`config.mk`:
```
export PLATFORM = sky130hd
export DESIGN_NAME = dmem_bus_ctrl
export DESIGN_NICKNAME = d
export VERILOG_FILES = /design/src/rtl/dmem_pkg.sv /design/src/rtl/dmem_bus_ctrl_load_align.sv /design/src/rtl/dmem_bus_ctrl.sv
export SDC_FILE = /design/constraint.sdc
export NUM_CORES = 1
export LEC_CHECK = 0
export ABC_AREA = 1
export CELL_PAD_IN_SITES_DETAIL_PLACEMENT = 1
export CELL_PAD_IN_SITES_GLOBAL_PLACEMENT = 1
export CORE_ASPECT_RATIO = 1.2
export CORE_UTILIZATION = 38
export DETAILED_ROUTE_END_ITERATION = 10
export PLACE_DENSITY = 0.9
export REMOVE_ABC_BUFFERS = 1
export SYNTH_ARGS = -nofsm -noshare
export SYNTH_HDL_FRONTEND = slang
export SYNTH_SLANG_ARGS = --single-unit
export TNS_END_PERCENT = 50
```
`constraint.sdc`:
```
create_clock -name clk_i -period 5.45 [get_ports clk_i]
set_input_delay 1.09 -clock clk_i [delete_from_list [all_inputs] [get_ports clk_i]]
set_output_delay 1.09 -clock clk_i [all_outputs]
set_load 0.005 [all_outputs]
```
`src/rtl/dmem_pkg.sv`:
```
// Shared definitions for the data-memory bus controller: RV32I load/store
// encodings, controller states, MMIO register offsets and lane helpers.
package dmem_pkg;

    localparam logic [2:0] F3_B  = 3'b000;
    localparam logic [2:0] F3_H  = 3'b001;
    localparam logic [2:0] F3_W  = 3'b010;
    localparam logic [2:0] F3_BU = 3'b100;
    localparam logic [2:0] F3_HU = 3'b101;

    typedef enum logic [1:0] {IDLE, ACCESS, DONE} state_e;

    localparam logic [31:0] MMIO_CYCLES = 32'd0;
    localparam logic [31:0] MMIO_STORES = 32'd4;
    localparam logic [31:0] MMIO_LEDS   = 32'd8;
    localparam logic [31:0] MMIO_SPAN   = 32'd12;

    function automatic logic misaligned(input logic [2:0] f3, input logic [1:0] off);
        logic m;
        m = 1'b0;
        case (f3[1:0])
            2'b01:   m = off[0];
            2'b10:   m = (off != 2'b00);
            default: m = 1'b0;
        endcase
        return m;
    endfunction

    function automatic logic [3:0] byte_en(input logic [2:0] f3, input logic [1:0] off);
        logic [3:0] be;
        case (f3[1:0])
            2'b00:   be = 4'b0001 << off;
            2'b01:   be = 4'b0011 << {off[1], 1'b0};
            default: be = 4'b1111;
        endcase
        return be;
    endfunction

    function automatic logic [31:0] lane_data(input logic [2:0] f3, input logic [31:0] d);
        logic [31:0] r;
        case (f3[1:0])
            2'b00:   r = {4{d[7:0]}};
            2'b01:   r = {2{d[15:0]}};
            default: r = d;
        endcase
        return r;
    endfunction

endpackage

```
`src/rtl/dmem_bus_ctrl_load_align.sv`:
```
// Load data alignment: picks the byte/halfword addressed by off_i out of a
// RAM word and sign- or zero-extends it according to the load funct3.
module load_align
    import dmem_pkg::*;
(
    input  logic [31:0] word_i,
    input  logic [1:0]  off_i,
    input  logic [2:0]  funct3_i,
    output logic [31:0] data_o
);

    logic [7:0]  byte_sel;
    logic [15:0] half_sel;

    always_comb begin
        case (off_i)
            2'd0:    byte_sel = word_i[7:0];
            2'd1:    byte_sel = word_i[15:8];
            2'd2:    byte_sel = word_i[23:16];
            default: byte_sel = word_i[31:24];
        endcase
        half_sel = off_i[1] ? word_i[31:16] : word_i[15:0];

        case (funct3_i)
            F3_B:    data_o = {{24{byte_sel[7]}}, byte_sel};
            F3_H:    data_o = {{16{half_sel[15]}}, half_sel};
            F3_W:    data_o = word_i;
            F3_BU:   data_o = {24'h0, byte_sel};
            F3_HU:   data_o = {16'h0, half_sel};
            default: data_o = 32'h0;
        endcase
    end

endmodule

```
`src/rtl/dmem_bus_ctrl.sv`:
```
// M-stage data memory controller: stalls the pipeline across synchronous RAM
// accesses with wait states, and serves a small zero-latency MMIO window.
module dmem_bus_ctrl
    import dmem_pkg::*;
#(
    parameter int          ADDR_W      = 8,
    parameter int          WAIT_STATES = 1,
    parameter logic [31:0] MMIO_BASE   = 32'h0000_0400
) (
    input  logic              clk_i,
    input  logic              rst_i,
    input  logic              req_i,
    input  logic              we_i,
    input  logic [2:0]        funct3_i,
    input  logic [31:0]       addr_i,
    input  logic [31:0]       wdata_i,
    output logic [31:0]       rdata_o,
    output logic              stall_o,
    output logic              err_o,
    output logic [ADDR_W-1:0] mem_addr_o,
    output logic [31:0]       mem_wdata_o,
    output logic [3:0]        mem_be_o,
    output logic              mem_we_o,
    input  logic [31:0]       mem_rdata_i,
    output logic [7:0]        leds_o
);

    localparam logic [2:0] WS = 3'(WAIT_STATES);

    state_e            state_q, state_d;
    logic [2:0]        wait_q, wait_d;
    logic [31:0]       cyc_q, stc_q;
    logic [7:0]        leds_q;
    logic [ADDR_W+1:0] addr_q;
    logic              we_q;
    logic [2:0]        f3_q;
    logic [31:0]       wdata_q;
    logic [3:0]        be_q;

    logic [31:0] mmio_off, mmio_rd, ld_data;
    logic        is_mmio, misal, start_ram, mmio_acc;

    assign mmio_off  = addr_i - MMIO_BASE;
    assign is_mmio   = (addr_i >= MMIO_BASE) && (mmio_off < MMIO_SPAN);
    assign misal     = misaligned(funct3_i, addr_i[1:0]);
    assign start_ram = (state_q == IDLE) && req_i && !misal && !is_mmio;
    assign mmio_acc  = (state_q == IDLE) && req_i && !misal && is_mmio;

    always_comb begin
        mmio_rd = 32'h0;
        if (mmio_off == MMIO_CYCLES)      mmio_rd = cyc_q;
        else if (mmio_off == MMIO_STORES) mmio_rd = stc_q;
        else if (mmio_off == MMIO_LEDS)   mmio_rd = {24'h0, leds_q};
    end

    load_align u_load_align (
        .word_i   (mem_rdata_i),
        .off_i    (addr_q[1:0]),
        .funct3_i (f3_q),
        .data_o   (ld_data)
    );

    // The request cycle itself counts as the first stall cycle, so ACCESS
    // lasts WAIT_STATES cycles (at least one, which carries the write strobe).
    always_comb begin
        state_d    = state_q;
        wait_d     = wait_q;
        stall_o    = 1'b0;
        err_o      = 1'b0;
        rdata_o    = 32'h0;
        mem_we_o   = 1'b0;
        mem_be_o   = 4'b0000;
        mem_addr_o = addr_q[ADDR_W+1:2];
        case (state_q)
            IDLE: begin
                mem_addr_o = addr_i[ADDR_W+1:2];
                if (req_i && misal)
                    err_o = 1'b1;
                else if (mmio_acc && !we_i)
                    rdata_o = mmio_rd;
                if (start_ram) begin
                    stall_o = 1'b1;
                    state_d = ACCESS;
                    wait_d  = WS;
                end
            end
            ACCESS: begin
                stall_o = 1'b1;
                if (we_q) mem_be_o = be_q;
                if (wait_q == WS) mem_we_o = we_q;
                if (wait_q <= 3'd1) state_d = DONE;
                else                wait_d  = wait_q - 3'd1;
            end
            DONE: begin
                if (!we_q) rdata_o = ld_data;
                state_d = IDLE;
            end
            default: state_d = IDLE;
        endcase
    end

    always_ff @(posedge clk_i) begin
        if (!rst_i) begin
            state_q <= IDLE;
            wait_q  <= 3'd0;
            cyc_q   <= 32'h0;
            stc_q   <= 32'h0;
            leds_q  <= 8'h0;
        end else begin
            state_q <= state_d;
            wait_q  <= wait_d;
            cyc_q   <= cyc_q + 32'd1;
            if (state_q == DONE && we_q)
                stc_q <= stc_q + 32'd1;
            if (mmio_acc && we_i && mmio_off == MMIO_LEDS)
                leds_q <= wdata_i[7:0];
        end
    end

    // Request capture: the M-stage inputs are only trusted in the request cycle.
    always_ff @(posedge clk_i) begin
        if (start_ram) begin
            addr_q  <= addr_i[ADDR_W+1:0];
            we_q    <= we_i;
            f3_q    <= funct3_i;
            wdata_q <= lane_data(funct3_i, wdata_i);
            be_q    <= byte_en(funct3_i, addr_i[1:0]);
        end
    end

    assign mem_wdata_o = wdata_q;
    assign leds_o      = leds_q;

endmodule
```
## Word level (Yosys, flattened, before mapping)

Index checks and enable logic that the tools add are counted.

| word-level totals | value |
|---|---|
| flip-flop bits (word level) | 127 |
| input port bits | 103 |
| output and inout port bits | 87 |
| word-level logic and storage cells | 85 |

| cells by class | value |
|---|---|
| $add $sub $neg | 4 |
| $lt $le $gt $ge | 3 |
| eq/ne operators | 16 |
| shift operators | 2 |
| mux-type cells | 28 |
| reduce and logical (&&, ||, !) cells | 22 |

Operator list:

| operator | count |
|---|---|
| 2-to-1 mux 32 bit | 5 |
| case mux 32 bit (5 select lines) | 1 |
| case mux 32 bit (2 select lines) | 2 |
| adder 32 x 1 -> 32 bit, second input constant | 2 |
| equality test 32 x 3 -> 1 bit, second input constant | 1 |
| equality test 32 x 4 -> 1 bit, second input constant | 1 |
| greater-or-equal comparator 32 x 11 -> 1 bit, second input constant | 1 |
| logical NOT 32 bit | 1 |
| less-than comparator 32 x 4 -> 1 bit, second input constant | 1 |
| subtractor 32 x 11 -> 32 bit, second input constant | 1 |
| case mux 8 bit (3 select lines) | 1 |
| 2-to-1 mux 16 bit | 1 |
| 2-to-1 mux 8 bit | 2 |
| logical AND 1 bit | 10 |
| 2-to-1 mux 4 bit | 2 |
| case mux 4 bit (2 select lines) | 1 |
| equality test 2 x 1 -> 1 bit, second input constant | 3 |
| equality test 2 bit, second input constant | 3 |
| equality test 3 x 1 -> 1 bit, second input constant | 2 |
| equality test 3 bit, second input constant | 2 |
| logical NOT 2 bit | 3 |
| 2-to-1 mux 3 bit | 2 |
| inequality test 2 bit, second input constant | 3 |
| case mux 3 bit (2 select lines) | 1 |
| 14 further kinds | 23 |

## Logic depth before layout (Yosys ltp)

| logic depth | value |
|---|---|
| word-level depth | 9 |
| depth in mapped cells | 16 |
| depth with buffers taken out | 15 |

## By module

From an unflattened synthesis, not the netlist that was laid out.

| unflattened totals | value |
|---|---|
| cells, all modules | 1288 |
| area, all modules | 8425.6 µm² |

By module, submodules not included:

| module | times used | cells each | area each (µm²) | sequential area each (µm²) |
|---|---|---|---|---|
| dmem_bus_ctrl | 1 | 1083 | 7395.8 | 3042.9 |
| load_align | 1 | 205 | 1029.7 | 0.0 |

## Least setup slack after synthesis

OpenSTA, ideal clock, no wires.

| path | value |
|---|---|
| kind | input-to-output |
| start | in addr_i[10] |
| end | out rdata_o[10] |
| data arrival time | 2.582 ns |
| required time | 4.360 ns |
| slack | 1.778 ns |
| stages | 13 |
| buffers on the path | 1 |
| cells stage by stage | nor2_4 > nand2_2 > nor2_4 > xnor2_1 > nand3b_1 > nor2_1 > nand2_1 > nor2_4 > nand4_1 > nor2_2 > buf_6 > nand2_1 > nand2_1 |

| on the way | value |
|---|---|
| longest elaborated chain between the ends | 8 |
| elaborated cells on any way between the ends | 13 |
| classes of those cells | 1 x add/sub; 2 x order compare; 1 x eq/ne; 5 x mux; 4 x reduce/logical |

Ends and longest elaborated chain:

| element | line | source |
|---|---|---|
| from (decl) | dmem_bus_ctrl.sv:15 | `input logic [31:0] addr_i,` |
| subtractor 32 x 11 -> 32 bit | dmem_bus_ctrl.sv:43 | `assign mmio_off = addr_i - MMIO_BASE;` |
| less-than comparator 32 x 4 -> 1 bit | dmem_bus_ctrl.sv:44 | `assign is_mmio = (addr_i >= MMIO_BASE) && (mmio_off < MMIO_SPAN);` |
| logical AND 1 bit | dmem_bus_ctrl.sv:44 |  |
| logical AND 1 bit | dmem_bus_ctrl.sv:47 | `assign mmio_acc = (state_q == IDLE) && req_i && !misal && is_mmio;` |
| logical AND 1 bit | dmem_bus_ctrl.sv:79 | `else if (mmio_acc && !we_i)` |
| 2-to-1 mux 32 bit (*) | dmem_bus_ctrl.sv:79 |  |
| 2-to-1 mux 32 bit (*) | dmem_bus_ctrl.sv:77 | `if (req_i && misal)` |
| case mux 32 bit (2 select lines) (*) | dmem_bus_ctrl.sv:74 | `case (state_q)` |
| to (decl) | dmem_bus_ctrl.sv:17 | `output logic [31:0] rdata_o,` |

Every way passes the cells marked *; elsewhere a longest branch is shown, timed or not.

## Worst setup path in the final report

| path | value |
|---|---|
| start | in addr_i[10] |
| end | out rdata_o[2] |

| on the way | value |
|---|---|
| longest elaborated chain between the ends | 8 |
| elaborated cells on any way between the ends | 15 |
| classes of those cells | 1 x add/sub; 2 x order compare; 2 x eq/ne; 6 x mux; 4 x reduce/logical |

Ends and longest elaborated chain:

| element | line |
|---|---|
| subtractor 32 x 11 -> 32 bit | dmem_bus_ctrl.sv:43 |
| less-than comparator 32 x 4 -> 1 bit / equality test 32 x 4 -> 1 bit (equally long branches) | dmem_bus_ctrl.sv:44, dmem_bus_ctrl.sv:53 |
| logical AND 1 bit / 2-to-1 mux 8 bit (equally long branches) | dmem_bus_ctrl.sv:44, dmem_bus_ctrl.sv:53 |
| logical AND 1 bit / 2-to-1 mux 32 bit (equally long branches) | dmem_bus_ctrl.sv:47, dmem_bus_ctrl.sv:52 |
| logical AND 1 bit / 2-to-1 mux 32 bit (equally long branches) | dmem_bus_ctrl.sv:79, dmem_bus_ctrl.sv:51 |
| 2-to-1 mux 32 bit (*) | dmem_bus_ctrl.sv:79 |
| 2-to-1 mux 32 bit (*) | dmem_bus_ctrl.sv:77 |
| case mux 32 bit (2 select lines) (*) | dmem_bus_ctrl.sv:74 |

Marks and branches as above.

==> results.tsv <==
stage	metric	value	unit
clock_tree	htreeDepth	4	
sta	final-setup-viol-count	0	
drt	drt_iter0_drc	464	
drt	drc	2	
floorplan	io_pins	190	
final_layout	layout_commonest_cell	nand2_1	
hold_path	hp-class	register to register	
sta	hold_viol_final	0	
grt	grt_antenna_before_repair	3	
floorplan	num_rows	58	
critical_path	rr_startpoint	state_q[0]$_SDFFE_PN0P_	
logic_synthesis	yosys_warnings	0	
floorplan	die_area	21900	µm²
sta	skew	9.92	ps
critical_path	rrSetupSlack	2560	ps
sta	worstMarginPinSlew	926	ps
critical_path	r2r_end	mem_wdata_o[7]$_DFFE_PP_	
clock_tree	postCtsHoldBufs	0	
logic_synthesis	postSynthCellCount	1221	
drt	wl_per_cell	19.8	µm
clock_tree	cts_tree	yes	
hold_path	worstHoldStart	wait_q[1]$_SDFFE_PN0P_	
logic_synthesis	syn_area	8090	µm²
outcome	status	finished, violations left	
floorplan	die_h	162	µm
logic_synthesis	avgSynthCellArea	6.62	µm²
clock_tree	post_cts_buffers	0	
critical_path	worst-setup-path-type	input pin to output pin	
final_layout	drive_gt1_frac	0.0439	
critical_path	cp.arrival	4100	ps
grt	grt_pass1_wl	52000	µm
drt	ant_nets	0	
sta	fin_setup_tns	0	ps
floorplan	core	20900	µm²
logic_synthesis	synth_top_cell_by_area	dfxtp_1	
power	total_leakage_power	4.44	nW
critical_path	critPathMaxFanout	7	
critical_path	critPathCaptureType	output pin	
final_layout	syn_to_final_growth	34.2	%
logic_synthesis	synth-main-ff-cell	dfxtp_1	
outcome	violations	design-rule violations	
critical_path	slowest_stage	clkdlybuf4s50_1	
clock_tree	cts_sinks	127	
sta	relSlewSlack	0.381	
final_layout	final_area	10900	µm²
clock_tree	clkTransAtPathRegs	60	ps
logic_synthesis	synth-edff-count	50	
critical_path	cp-start-kind	input pin	
grt	grt_overflow	0	
flow_run	maxCapViolCount	0	
clock_tree	clk_path_buf_depth	2	
sta	finalCriticalPeriod	5190	ps
drt	vias	9239	
clock_tree	clk_latency	440	ps
clock_tree	numCtsBuffers	17	
grt	grt_pass1_vias	9755	
sta	finalCritPeriodShare	0.952	
logic_synthesis	synth.top_cell.area_share	0.191	
floorplan	initial_utilization	0.387	
placement	hpwlAfterDp	23600	µm
power	ir_drop	0.240	mV
critical_path	slowest_delay	550	ps
power	p_per_area	249	nW/µm²
drt	drt_pass1_iterations	8	
clock_tree	root_buffer	clkbuf_16	
hold_path	hold_path_end	state_q[1]$_SDFFE_PN0P_	
critical_path	critPathLaunch	addr_i[10]	
clock_tree	postCtsResizedCells	0	
critical_path	cp_data_required_time	4360	ps
sta	fmax	193	MHz
logic_synthesis	ys_ff_latch	127	
final_layout	nNetsFinal	1508	
drt	viasPerCell	5.49	
final_layout	fin_util	0.519	
critical_path	crit_chain	clkdlybuf4s50_1, nor2_4, nand2_2, xor2_1, nand3_1, nor2_1, nand2_1, nor2_1, nand3_1, nand3_1, nand2_1, nand2_1, clkdlybuf4s50_1	
hold_path	whs_path_depth	1	
logic_synthesis	synth_area_leaders	dfxtp_1 19%, edfxtp_1 19%, nand2_1 16%	
sta	rsz0062_at_grt	false	
sta	drv_slew	0	
logic_synthesis	ys_seq_area_frac	0.376	
placement	globalplace.congestion	0.910	
final_layout	final_cell_mix	352 x nand2_1, 189 x clkdlybuf4s50_1, 166 x nor2_1	
drt	routed_wl	33400	µm
logic_synthesis	synthDistinctLibCells	42	
floorplan	fp.dieW	135	µm
placement	portBuffers	189	
grt	grt_max_degree	70	
logic_synthesis	async_flop_share	0	
critical_path	rr_worst_depth	6	
grt	track_usage	0.310	
placement	dpl_cell_area	10200	µm²
-- critical path: cells and delay by family --
| family | cells | cell delay (ps) |
|---|---|---|
| XOR/XNOR | 1 | 170 |
| buffers and inverters | 2 | 1060 |
| AND/OR/NAND/NOR | 10 | 1770 |
-- final cells by class --
cell class / count / area, µm²
antenna: 2 / 5.00
clock inverter: 14 / 191
sequential: 127 / 3040
tap: 270 / 338
inverter: 153 / 574
clock buffer: 18 / 429
timing repair buffer: 198 / 1980
fill: 2676 / 10000
multi-input combinational: 901 / 4290
-- cell usage after synthesis (3+ instances only) --
cell type	n
nand3_1	117
o22ai_1	8
inv_1	149
nor2_2	4
ha_1	7
xnor2_1	4
o21a_1	8
buf_6	4
o21ai_0	66
dfxtp_1	77
xor2_1	20
nand4_1	19
o311ai_0	7
o2111ai_1	7
buf_2	6
clkbuf_1	28
nand3b_1	4
edfxtp_1	50
a21oi_1	30
o221ai_1	7
nor3b_1	5
nor4_1	9
nor3_1	31
o21bai_1	3
nor2_1	169
nor2_4	7
clkinv_1	3
nand2_1	352
-- report_power, final --
group	internal, mW	total [mW]	switching (mW)
combinational	0.177	0.395	0.218
sequential	1.04	1.06	0.0249
clock	0.764	1.24	0.477
-- stage by stage --
stage / hold WS, ps / cells / power, mW / setup slack, ps
4_1_cts: 496 / 1681 / 2.69 / 185
3_5_place_dp: 464 / 1649 / 1.46 / 324
3_3_place_gp: 456 / 1649 / 1.44 / 339
6_report: 495 / 1683 / 2.70 / 262
2_1_floorplan: 426 / 1181 / 1.22 / 664
5_1_grt: 522 / 1682 / 2.77 / 64.6
-- flip-flops by register name (all words and copies together), names as in the netlist --
signal and count:
be_q 4, addr_q 10, we_q 1, mem_wdata_o 32, leds_o 8, stc_q 32, state_q 2, wait_q 3
cyc_q 32, f3_q 3
-- routing by layer --
metal  part of all wire  track usage
met5            0.00036            0
met2               0.50        0.544
met4              0.048        0.183
met3              0.071       0.0827
met1               0.38        0.330
-- how the worst max path moves through the flow --
stage	end	slack, ps	depth (start not counted)
after global routing	rdata_o[7]	60	16
after global placement	rdata_o[31]	340	10
after CTS	rdata_o[31]	190	10
after detailed placement	rdata_o[31]	320	10
after floorplan	rdata_o[10]	660	12
final	rdata_o[2]	260	13
-- cell families after synthesis --
logic type,Yosys count,synth area share
AOI/OAI and AO/OA,142,0.103
buffers and inverters,193,0.0951
and+or+nand+nor,728,0.388
DFF,127,0.376
adders and majority gates,7,0.0108
xor gates and xnor gates,24,0.0260
Note: power is estimated with default switching activity, not from simulation.
==> RTL change 1 (config.mk and constraints unchanged) <==
The parameter `ADDR_W` goes from 8 to 9.
--- a/src/rtl/dmem_bus_ctrl.sv
+++ b/src/rtl/dmem_bus_ctrl.sv
@@ -4,5 +4,5 @@
     import dmem_pkg::*;
 #(
-    parameter int          ADDR_W      = 8,
+    parameter int          ADDR_W      = 9,
     parameter int          WAIT_STATES = 1,
     parameter logic [31:0] MMIO_BASE   = 32'h0000_0400
Interface: changed (resized mem_addr_o); port bits go from 190 to 191. The function was not compared with the original's and may differ.
==> RTL change 1 against the unedited design <==
Utilization is 0.42 points higher. Die area up 1.9%. Clock skew rose by 0.0031 ns. Sequential cell count grew 1. Largest power group unchanged. Critical endpoint is now rdata_o[8]. Register-to-register slack better by 0.24 ns. Sequential share of layout area is 0.24 points lower. Worst setup slack worse by 0.15 ns. Highest routed layer is now met4. Design area grew 1.9%. Largest cell class unchanged. Wire length down 3.4%. Synthesized cell count up 1.4%. Total power down 2.7%. Area after synthesis is 1.9% higher.
==> RTL change 1: results (changes against the unedited design) <==
pg_comb_w: 0.000380  # -4%
finalPower_w: 0.00263  # -2.7%
synth-edff-count: 51  # +2.0%
ys_top_cells_by_count: "nand2_1, nor2_1, inv_1, nand3_1, dfxtp_1"
place_area_um2: 10400  # +1.7%
holdWs_ns: 0.496  # +0.000532 ns
post-route-min-period_ns: 5.34  # +0.149 ns
rr_startpoint: "cyc_q[0]$_SDFF_PN0_"
grt_pass1_wl_um: 50100  # -3.7%
port_buffers: 190  # +0.53%
p_sw_w: 0.000713  # -0.93%
ys_types: 46  # +9.5%
wl_met3_um: 2140  # -9.5%
wl_um: 32200  # -3.4%
tightest_slew_ns: 1.09  # +0.164 ns
clkPwrFrac_pct: 45.0  # -1.0 points
met3_usage_pct: 7.36  # -0.92 points
wl_met2_um: 16400  # -1.5%
power.leakage_nw: 4.46  # +0.48%
layout-drive-gt1-share_pct: 6.40  # +2.0 points
antenna_found_initial: 0  # -3
dp_slack_ns: 0.219  # -0.105 ns
hold_start: "stc_q[31]$_SDFFE_PN0P_"
drt_first_pass_iters: 5  # -3
synth_area_leaders: "dfxtp_1, edfxtp_1, nand2_1"
grtUsageMet1_pct: 31.5  # -1.6 points
fin_skew_ns: 0.0131  # +0.00315 ns
grt_max_degree: 52  # -26%
vias: 9248  # +0.097%
r2r_cells: 14  # +8
status: "finished clean"
holdPathEnd: "stc_q[31]$_SDFFE_PN0P_"
wl_met1_um: 12500  # -2.5%
layout.nets: 1534  # +1.7%
final_cells: 1707  # +1.4%
drt_iter0_drc: 582  # +25%
cp-startpoint: "addr_i[12]"
avgSynthCellArea_um2: 6.66  # +0.47%
slowest_delay_ns: 0.53  # -0.02 ns
grt_usage_pct: 29.3  # -1.7 points
r2r_slack_ns: 2.80  # +0.24 ns
dieArea_um2: 22300  # +1.9%
top_layer_used: "met4"
-- RTL change 1: changes by cell type in the layout (fill, tap and decap cells not counted), moves of 4 or more --
cell / change
nor2_1: -16
inv_6: +4
nor2_2: +5
o21ai_1: +23
xor2_1: -8
nand3_2: +5
nand2_2: +6
a21oi_1: +5
nand2_1: +18
nand3_1: -19
-- RTL change 1: cells by family after synthesis --
| logic type | after synthesis | share of synthesized area, % |
|---|---|---|
| AOI/OAI and AO/OA | 165 | 11.6 |
| adders and majority gates | 7 | 1.06 |
| DFF | 128 | 37.3 |
| xor gates and xnor gates | 15 | 1.59 |
| buffers and inverters | 190 | 9.35 |
| and+or+nand+nor | 733 | 39.1 |
-- RTL change 1: repair_timing --
item | in CTS | in global routing
setup endpoints to repair | 0 | 32
buffers inserted | 0 | 2
resized for setup | 0 | 15
-- RTL change 1: layout make-up --
type	count	area (um^2)
clock buffer	19	443
clock inverter	13	151
fill	2694	10100
inverter	154	581
multi-input combinational	920	4430
sequential	128	3070
tap	270	338
timing repair buffer	203	2040
==> RTL change 2 (same settings) <==
Without the edit above. Register the output `leds_o` once more, cleared by the reset; this adds one clock of latency there. The other outputs are not delayed to match.
--- a/src/rtl/dmem_bus_ctrl.sv
+++ b/src/rtl/dmem_bus_ctrl.sv
@@ -130,5 +130,11 @@
 
     assign mem_wdata_o = wdata_q;
-    assign leds_o      = leds_q;
+    always_ff @(posedge clk_i) begin
+        if (!rst_i) begin
+            leds_o <= '0;
+        end else begin
+            leds_o <= leds_q;
+        end
+    end
 
 endmodule
Behaviour: not the same (Yosys sat finds a counterexample within 4 cycles, from zero or initial values and one cycle with rst_i low).
==> RTL change 2 against the unedited design <==
Via count decreased by 1.6%. Utilization down 0.79 points. Area after synthesis is 3.4% higher. Sequential cell count up 8. Worst setup slack worse by 0.052 ns. Design area increased by 1.9%. Clock skew up 0.0026 ns. Wire length decreased by 7.2%. Total power is 3.0% lower. Largest power group unchanged. Highest routed layer is now met4.
==> RTL change 2: results (changes against the unedited design) <==
wl_met2_um: 15600  # -6.3%
sh_seq_area_pct: 29.0  # +0.92 points
diodes: 0  # -2
first_global_vias: 9390  # -3.7%
top_layer_used: "met4"
area_growth_pct: 32.2
grtUsageMet1_pct: 30.6  # -2.4 points
dp_cells: 1676  # +1.6%
drt_first_pass_iters: 4  # -4
place_area_um2: 10500  # +2.4%
wl_um: 31000  # -7.2%
inverters: 157  # +2.6%
gp_congestion: 0.908  # -0.23%
power.leakage_nw: 4.68  # +5.5%
holdPathEnd: "leds_o[1]$_SDFF_PN0_"
dp_slack_ns: 0.228  # -0.0956 ns
grtUsageMet2_pct: 49.9  # -4.5 points
met3_usage_pct: 8.90  # +0.63 points
drt_iter0_drc: 367  # -21%
holdPathStages: 2  # +1
wl_met1_um: 12000  # -5.8%
status: "finished clean"
clock_area_share_pct: 5.21  # -0.50 points
r2r_end: "mem_wdata_o[5]$_DFFE_PP_"
nonClkBufAreaFrac_pct: 17.9  # -0.39 points
layout.nets: 1532  # +1.6%
synth_area_leaders: "dfxtp_1, nand2_1, edfxtp_1"
wl_per_cell_um: 18.1  # -8.6%
fillers: 2784  # +4.0%
r2r_slack_ns: 2.24  # -0.32 ns
hold_path.class: "reg2reg"
synth-seq-area-share_pct: 38.3  # +0.67 points
clk_pin_slew_ns: 0.06  # about the same
antenna_found_initial: 0  # -3
slowest_delay_ns: 0.51  # -0.04 ns
seq_cells: 135  # +6.3%
via_per_inst: 5.32  # -3.1%
grt_max_degree: 51  # -27%
clkbuf_count: 17  # -1
grt_usage_pct: 28.1  # -2.8 points
ys_top_cells_by_count: "nand2_1, nor2_1, inv_1, dfxtp_1, nand3_1"
fin_skew_ns: 0.0125  # +0.00257 ns
ir_drop_uv: 221  # -8.2%
r2r_cells: 5  # -1
cts_max_level: 4  # unchanged
netSwitchingFraction_pct: 28.5  # +1.8 points
wl_met3_um: 2380  # +0.42%
multi_input_area_um2: 4370  # +1.9%
cp_max_fo: 9  # +2
ys_types: 45  # +7.1%
arrival_ns: 4.15  # +0.05 ns
hpwl_um: 23500  # -0.37%
avgSynthCellArea_um2: 6.75  # +1.8%
-- RTL change 2: cell types whose count changed after synthesis, moves of 4 or more --
cell,unedited run,this run
dfxtp_1,77,85
o21ai_0,66,58
or2_2,2,8
a21oi_1,30,41
nand3_1,117,62
xnor2_1,4,8
nand2_1,352,401
xor2_1,20,15
nand2_2,1,22
clkbuf_1,28,21
nor2_1,169,155
-- RTL change 2: how the worst max path moves through the flow --
stage	from	end	slack (ns)	cells after the start
after floorplan	addr_i[15]	rdata_o[10]	1.40	13
after global placement	addr_i[17]	rdata_o[26]	0.32	15
after detailed placement	addr_i[13]	rdata_o[14]	0.23	17
after CTS	addr_i[13]	rdata_o[0]	0.12	17
after global routing	addr_i[11]	rdata_o[0]	0.04	17
final	addr_i[11]	rdata_o[0]	0.21	17
-- RTL change 2: worst reg2reg max path, cell delays in order, from the launching register on --
cell and delay [ns]:
dfxtp_1 0.35, nor2_1 0.52, inv_1 0.36, nor3_1 0.37
nand2_1 0.30, inv_2 0.88
-- RTL change 2: cells by family after synthesis --
kind of cell	after synthesis	synth area share [%]
and+or+nand+nor	744	39.1
adders and majority gates	7	1.05
DFF	135	38.3
buffers and inverters	194	9.72
xor gates and xnor gates	23	2.41
AOI/OAI and AO/OA	137	9.41
-- RTL change 2: power by group through the flow --
| stage | sequential (W) | combinational [W] | clock (W) |
|---|---|---|---|
| after floorplan | 0.00113 | 0.000139 | 0 |
| after global placement | 0.00113 | 0.000343 | 0 |
| after detailed placement | 0.00113 | 0.000354 | 0 |
| after global routing | 0.00112 | 0.000392 | 0.00119 |
| final | 0.00111 | 0.000359 | 0.00115 |
| after CTS | 0.00111 | 0.000358 | 0.00116 |
